<file path="src/rtl/hs_dpath_stream_upsizer.sv">
// Narrow-to-wide stream packer: collects RATIO input beats (or fewer when
// in_last arrives early) into one wide output beat. The lowest lane holds the
// earliest beat. Lanes that were never written carry zero strobe bits.
module hs_dpath_stream_upsizer #(
  parameter int DATA_WIDTH  = 32,
  parameter int RATIO       = 4,
  parameter int STROBE_UNIT = 8,
  localparam int IN_STRB    = DATA_WIDTH / STROBE_UNIT,
  localparam int IDX_W      = $clog2(RATIO)
) (
  input  logic                          clk,
  input  logic                          aresetn,
  input  logic [DATA_WIDTH-1:0]         in_data,
  input  logic [IN_STRB-1:0]            in_strobe,
  input  logic                          in_valid,
  input  logic                          in_last,
  output logic                          in_ready,
  output logic [DATA_WIDTH*RATIO-1:0]   out_data,
  output logic [IN_STRB*RATIO-1:0]      out_strobe,
  output logic                          out_valid,
  output logic                          out_last,
  input  logic                          out_ready
);

  if (RATIO < 2 || RATIO > 16) begin : g_bad_ratio
    $fatal(1, "hs_dpath_stream_upsizer: RATIO must be within 2..16");
  end
  if (DATA_WIDTH % STROBE_UNIT != 0) begin : g_bad_width
    $fatal(1, "hs_dpath_stream_upsizer: DATA_WIDTH must be a multiple of STROBE_UNIT");
  end

  logic                        rst_done;
  logic [IDX_W-1:0]            idx;
  logic [DATA_WIDTH*RATIO-1:0] acc_data;
  logic [IN_STRB*RATIO-1:0]    acc_strobe;
  logic [DATA_WIDTH*RATIO-1:0] merged_data;
  logic [IN_STRB*RATIO-1:0]    merged_strobe;
  logic                        in_fire;
  logic                        completing;

  // A new output beat may only be loaded when the output register is free or
  // is being emptied in this very cycle, so the input stalls otherwise.
  assign in_ready   = rst_done & (~out_valid | out_ready);
  assign in_fire    = in_valid & in_ready;
  assign completing = in_fire & ((idx == IDX_W'(RATIO - 1)) | in_last);

  // Accumulator with the current input beat dropped into lane idx.
  always_comb begin
    // NOTE: every always_comb output gets a full default first so no path
    // leaves it unassigned, which would otherwise infer a latch.
    merged_data   = acc_data;
    merged_strobe = acc_strobe;
    merged_data[int'(idx)*DATA_WIDTH +: DATA_WIDTH] = in_data;
    merged_strobe[int'(idx)*IN_STRB +: IN_STRB]     = in_strobe;
  end

  // Control state: lane index, strobe accumulator and output handshake flags.
  always_ff @(posedge clk or negedge aresetn) begin
    // NOTE: sequential state uses non-blocking assignments so every flop
    // samples pre-edge values regardless of statement order.
    if (!aresetn) begin
      rst_done   <= 1'b0;
      idx        <= '0;
      acc_strobe <= '0;
      out_valid  <= 1'b0;
      out_last   <= 1'b0;
      out_strobe <= '0;
    end else begin
      rst_done <= 1'b1;
      // Output handshake empties the register unless refilled below.
      if (out_valid && out_ready) begin
        out_valid <= 1'b0;
      end
      if (in_fire) begin
        if (completing) begin
          idx        <= '0;
          acc_strobe <= '0;
          out_valid  <= 1'b1;
          out_last   <= in_last;
          out_strobe <= merged_strobe;
        end else begin
          idx        <= idx + IDX_W'(1);
          acc_strobe <= merged_strobe;
        end
      end
    end
  end

  // Wide data path; lane validity is carried entirely by the strobes.
  always_ff @(posedge clk) begin
    // NOTE: the data registers are deliberately left without reset: the
    // strobes and valid flag qualify them, so their power-up value is unused.
    if (in_fire) begin
      acc_data <= merged_data;
    end
    if (completing) begin
      out_data <= merged_data;
    end
  end

endmodule

</file>
<file path="config.mk">
export PLATFORM = sky130hd
export DESIGN_NAME = hs_dpath_stream_upsizer
export DESIGN_NICKNAME = d
export VERILOG_FILES = /design/src/rtl/hs_dpath_stream_upsizer.sv
export SDC_FILE = /design/constraint.sdc
export NUM_CORES = 1
export LEC_CHECK = 0
export BUFFER_PORTS_ARGS = -buffer_cell sky130_fd_sc_hd__clkbuf_2
export CORE_UTILIZATION = 41
export DETAILED_ROUTE_END_ITERATION = 10
export SETUP_SLACK_MARGIN = 0.02
export SLEW_MARGIN = 5
export SYNTH_ARGS = -nofsm -noshare
export SYNTH_HDL_FRONTEND = slang
export SYNTH_SLANG_ARGS = --single-unit
export TNS_END_PERCENT = 50
</file>
<file path="constraint.sdc">
create_clock -name clk -period 4.9 [get_ports clk]
set_input_delay 0 -clock clk [delete_from_list [all_inputs] [get_ports clk]]
set_output_delay 0 -clock clk [all_outputs]
set_load 0.005 [all_outputs]
</file>
==> results.cfg <==
[layout]
multiInputGateArea_mm2 = 0.00196
area_growth_pct = 22.8
register_area_mm2 = 0.00861
layout.nets = 1037
antenna-diode-count = 0
drive_above_1_share = 0.241
n_fill_cell = 2290

[setup_path]
worstSetupPathType = reg -> reg
worstReg2RegStart = idx[0]
worst_r2r_path_depth = 5
worstPathArrival_ps = 3650
reg2reg_slack_ps = 1650
cp.required_ps = 5290
crit_family = simple AND/OR/NAND/NOR gates
worst_path_max_delay_cell = nor2_4
crit_buf_inv = 1
critPathMaxFanout = 44
critPathLaunchType = flop
cp_cell_sequence = inv_1 -> ha_2 -> nand4bb_1 -> nor2_4 -> a22o_1
reg2reg_to = acc_data[86]
crit_path_end_kind = flop
slowest_delay_ps = 960

[clock_tree]
cts_sinks = 293
cts_resized = 0
htreeDepth = 1
clk-insertion-delay-late_ps = 540
cts_buffer_depth = 3
clk_pin_slew_worst_paths_ps = 60
numCtsBuffers = 31
root_buffer = clkbuf_16
cts_tree = done

[synth]
netlist_area_mm2 = 0.0112
synth-seq-area-share = 0.772
synth-simple-area-share = 0.0590
ys_warn_count = 0
syn_area_per_cell_um2 = 14.5
synth-xor-area-share = 0
ys_ff_latch = 293
muxShareOfSynthArea = 0.00101
synth_compound_area_frac = 0.108
yosysUniqueCellTypes = 41
synthAdderAreaFrac = 0.00561
synthCells = 770
synth_nets = 816
synth_top_family_by_area = compound AO/OA/AOI/OAI gates

[pwr]
power_leakage_nw = 5.34
pwr_density_cell_mw_per_mm2 = 440
peakVddDrop_v = 0.000318

[drt]
wl_per_cell_um = 18.8
viasPerCell = 5.05
firstDrtPassIters = 5
drt-total-wl_um = 25500
drc_errors = 0
drt_iter0_markers = 525
vias = 6852
detail-route-antenna-nets = 0

[timing]
slew_viol_final = 0
fin_crit_sh = 0.664
tightest_slew_ps = 1090
rsz0062_at_grt = false
tns_ps = 0
clock_skew_ps = 6.74
slew_headroom = 0.270
period_needed_ps = 3250
hold_viol = 0
holdWs_ps = 133
setup_viol_count_final = 0
max_freq_mhz = 307

[die]
rows = 60
die-width_um = 167
coreArea_mm2 = 0.0268
initial_core_util = 0.416
die_area_mm2 = 0.0279
ios = 188
die_h_um = 167

[placement]
dp_hpwl_um = 14100
io_buffers = 187
gp_congestion = 0.723

[global_route]
grt_pass1_vias = 6620
grt_usage = 0.183
grt_pass1_wl_um = 39400
overflow = 0
antenna_found_initial = 0
grt_max_degree = 149

[status]
outcome = finished, final reports clean

[run]
drv_cap = 0

[hold_path]
hp-class = in -> async
==> what timing repair did <==
action                                 CTS  global route
setup buffers                            0             0
setup endpoints to repair                0             0
hold buffers                            39             0
endpoints found under the hold margin  324             0
==> metrics by stage <==
| stage | power, W | cells | setup WS, ps | cell area (µm²) | utilization |
|---|---|---|---|---|---|
| final | 0.00603 | 1356 | 1650 | 13700 | 0.511 |
| after global routing | 0.00628 | 1356 | 1390 | 13700 | 0.511 |
| after CTS | 0.00609 | 1356 | 1630 | 13700 | 0.511 |
| after detailed placement | 0.00388 | 1260 | 1640 | 12400 | 0.462 |
| after global placement | 0.00386 | 1260 | 1710 | 12400 | 0.462 |
| after floorplan | 0.00357 | 770 | 1110 | 11200 | - |
==> cell families (layout without fill, tap and decap cells) <==
group                    after synthesis  count (layout)
AO/OA/AOI/OAI                        190             190
adder cells (fa/ha/maj)                5               5
buffers and inverters                145             390
flip-flops                           293             293
multiplexers                           1               1
other                                  1               1
AND/OR/NAND/NOR                      135             135
==> how the worst max path moves through the flow <==
stage / depth (start not counted) / slack (ps) / end / startpoint
3_5_place_dp: 5 / 1640 / acc_data[77] / idx[0]
5_1_grt: 5 / 1390 / acc_data[86] / idx[0]
2_1_floorplan: 4 / 1110 / acc_data[0] / rst_done
4_1_cts: 5 / 1630 / acc_data[86] / idx[0]
6_report: 5 / 1650 / acc_data[86] / idx[0]
3_3_place_gp: 5 / 1710 / out_data[83] / idx[0]
==> cell usage after synthesis, drive strengths merged <==
cell / instances / area [µm²]
clkinv: 1 / 3.75
and4b: 1 / 10.0
o32a: 8 / 80.1
buf: 26 / 155
o211ai: 3 / 22.5
a32o: 12 / 120
conb: 1 / 3.75
nor3: 2 / 20.0
a31oi: 8 / 50.1
and4bb: 2 / 25.0
o21ai: 94 / 470
mux2: 1 / 11.3
nor2b: 9 / 56.3
nor3b: 5 / 48.8
nand2b: 3 / 18.8
dfrtp: 37 / 926
edfxtp: 256 / 7690
nand2: 94 / 353
clkbuf: 15 / 56.3
nor2: 3 / 21.3
a21oi: 24 / 120
nand4bb: 1 / 11.3
or2: 1 / 6.26
and2: 6 / 37.5
inv: 103 / 387
nand4: 5 / 31.3
ha: 5 / 62.6
o2bb2ai: 2 / 17.5
a22o: 31 / 272
nand3: 2 / 10.0
a21o: 4 / 30.0
o22ai: 4 / 25.0
nand4b: 1 / 8.76
==> routing by layer <==
layer | part of all wire | up-vias | track usage | routed length, µm
li1 | - | 3229 | - | -
met1 | 0.45 | 3370 | 0.257 | 11500
met2 | 0.46 | 213 | 0.285 | 11700
met3 | 0.066 | 40 | 0.0416 | 1680
met4 | 0.023 | 0 | 0.0499 | 597
met5 | 0 | - | 0 | 0
==> state kept, by name, indices dropped and copies added (netlist names) <==
| signal | count |
|---|---|
| acc_data | 128 |
| out_data | 128 |
| acc_strobe | 16 |
| out_strobe | 16 |
| idx | 2 |
| out_last | 1 |
| out_valid | 1 |
| rst_done | 1 |
==> report_power, final <==
part           internal [W]  switching (W)
clock network       0.00126       0.000928
registers           0.00302      0.0000700
logic              0.000261       0.000488
total               0.00454        0.00149
==> layout make-up <==
| cell class | instances | area share |
|---|---|---|
| Clock buffer | 39 | 0.0588 |
| Clock inverter | 18 | 0.00959 |
| Inverter | 104 | 0.0289 |
| Multi-Input combinational cell | 332 | 0.143 |
| Sequential cell | 293 | 0.629 |
| Tap cell | 341 | 0.0311 |
| Timing Repair Buffer | 229 | 0.100 |
==> layout by cell type (no fill, tap or decap), types with 12 or more instances in the layout <==
master | Yosys | layout
o21ai_0 | 87 | 87
a22o_1 | 31 | 31
a32o_1 | 12 | 12
clkbuf_2 | 0 | 187
edfxtp_1 | 256 | 256
inv_1 | 103 | 102
nand2_1 | 94 | 94
a21oi_1 | 24 | 24
clkbuf_16 | 0 | 31
dfrtp_1 | 37 | 37
dlygate4sd3_1 | 0 | 39
(Power assumes the default switching activity.)
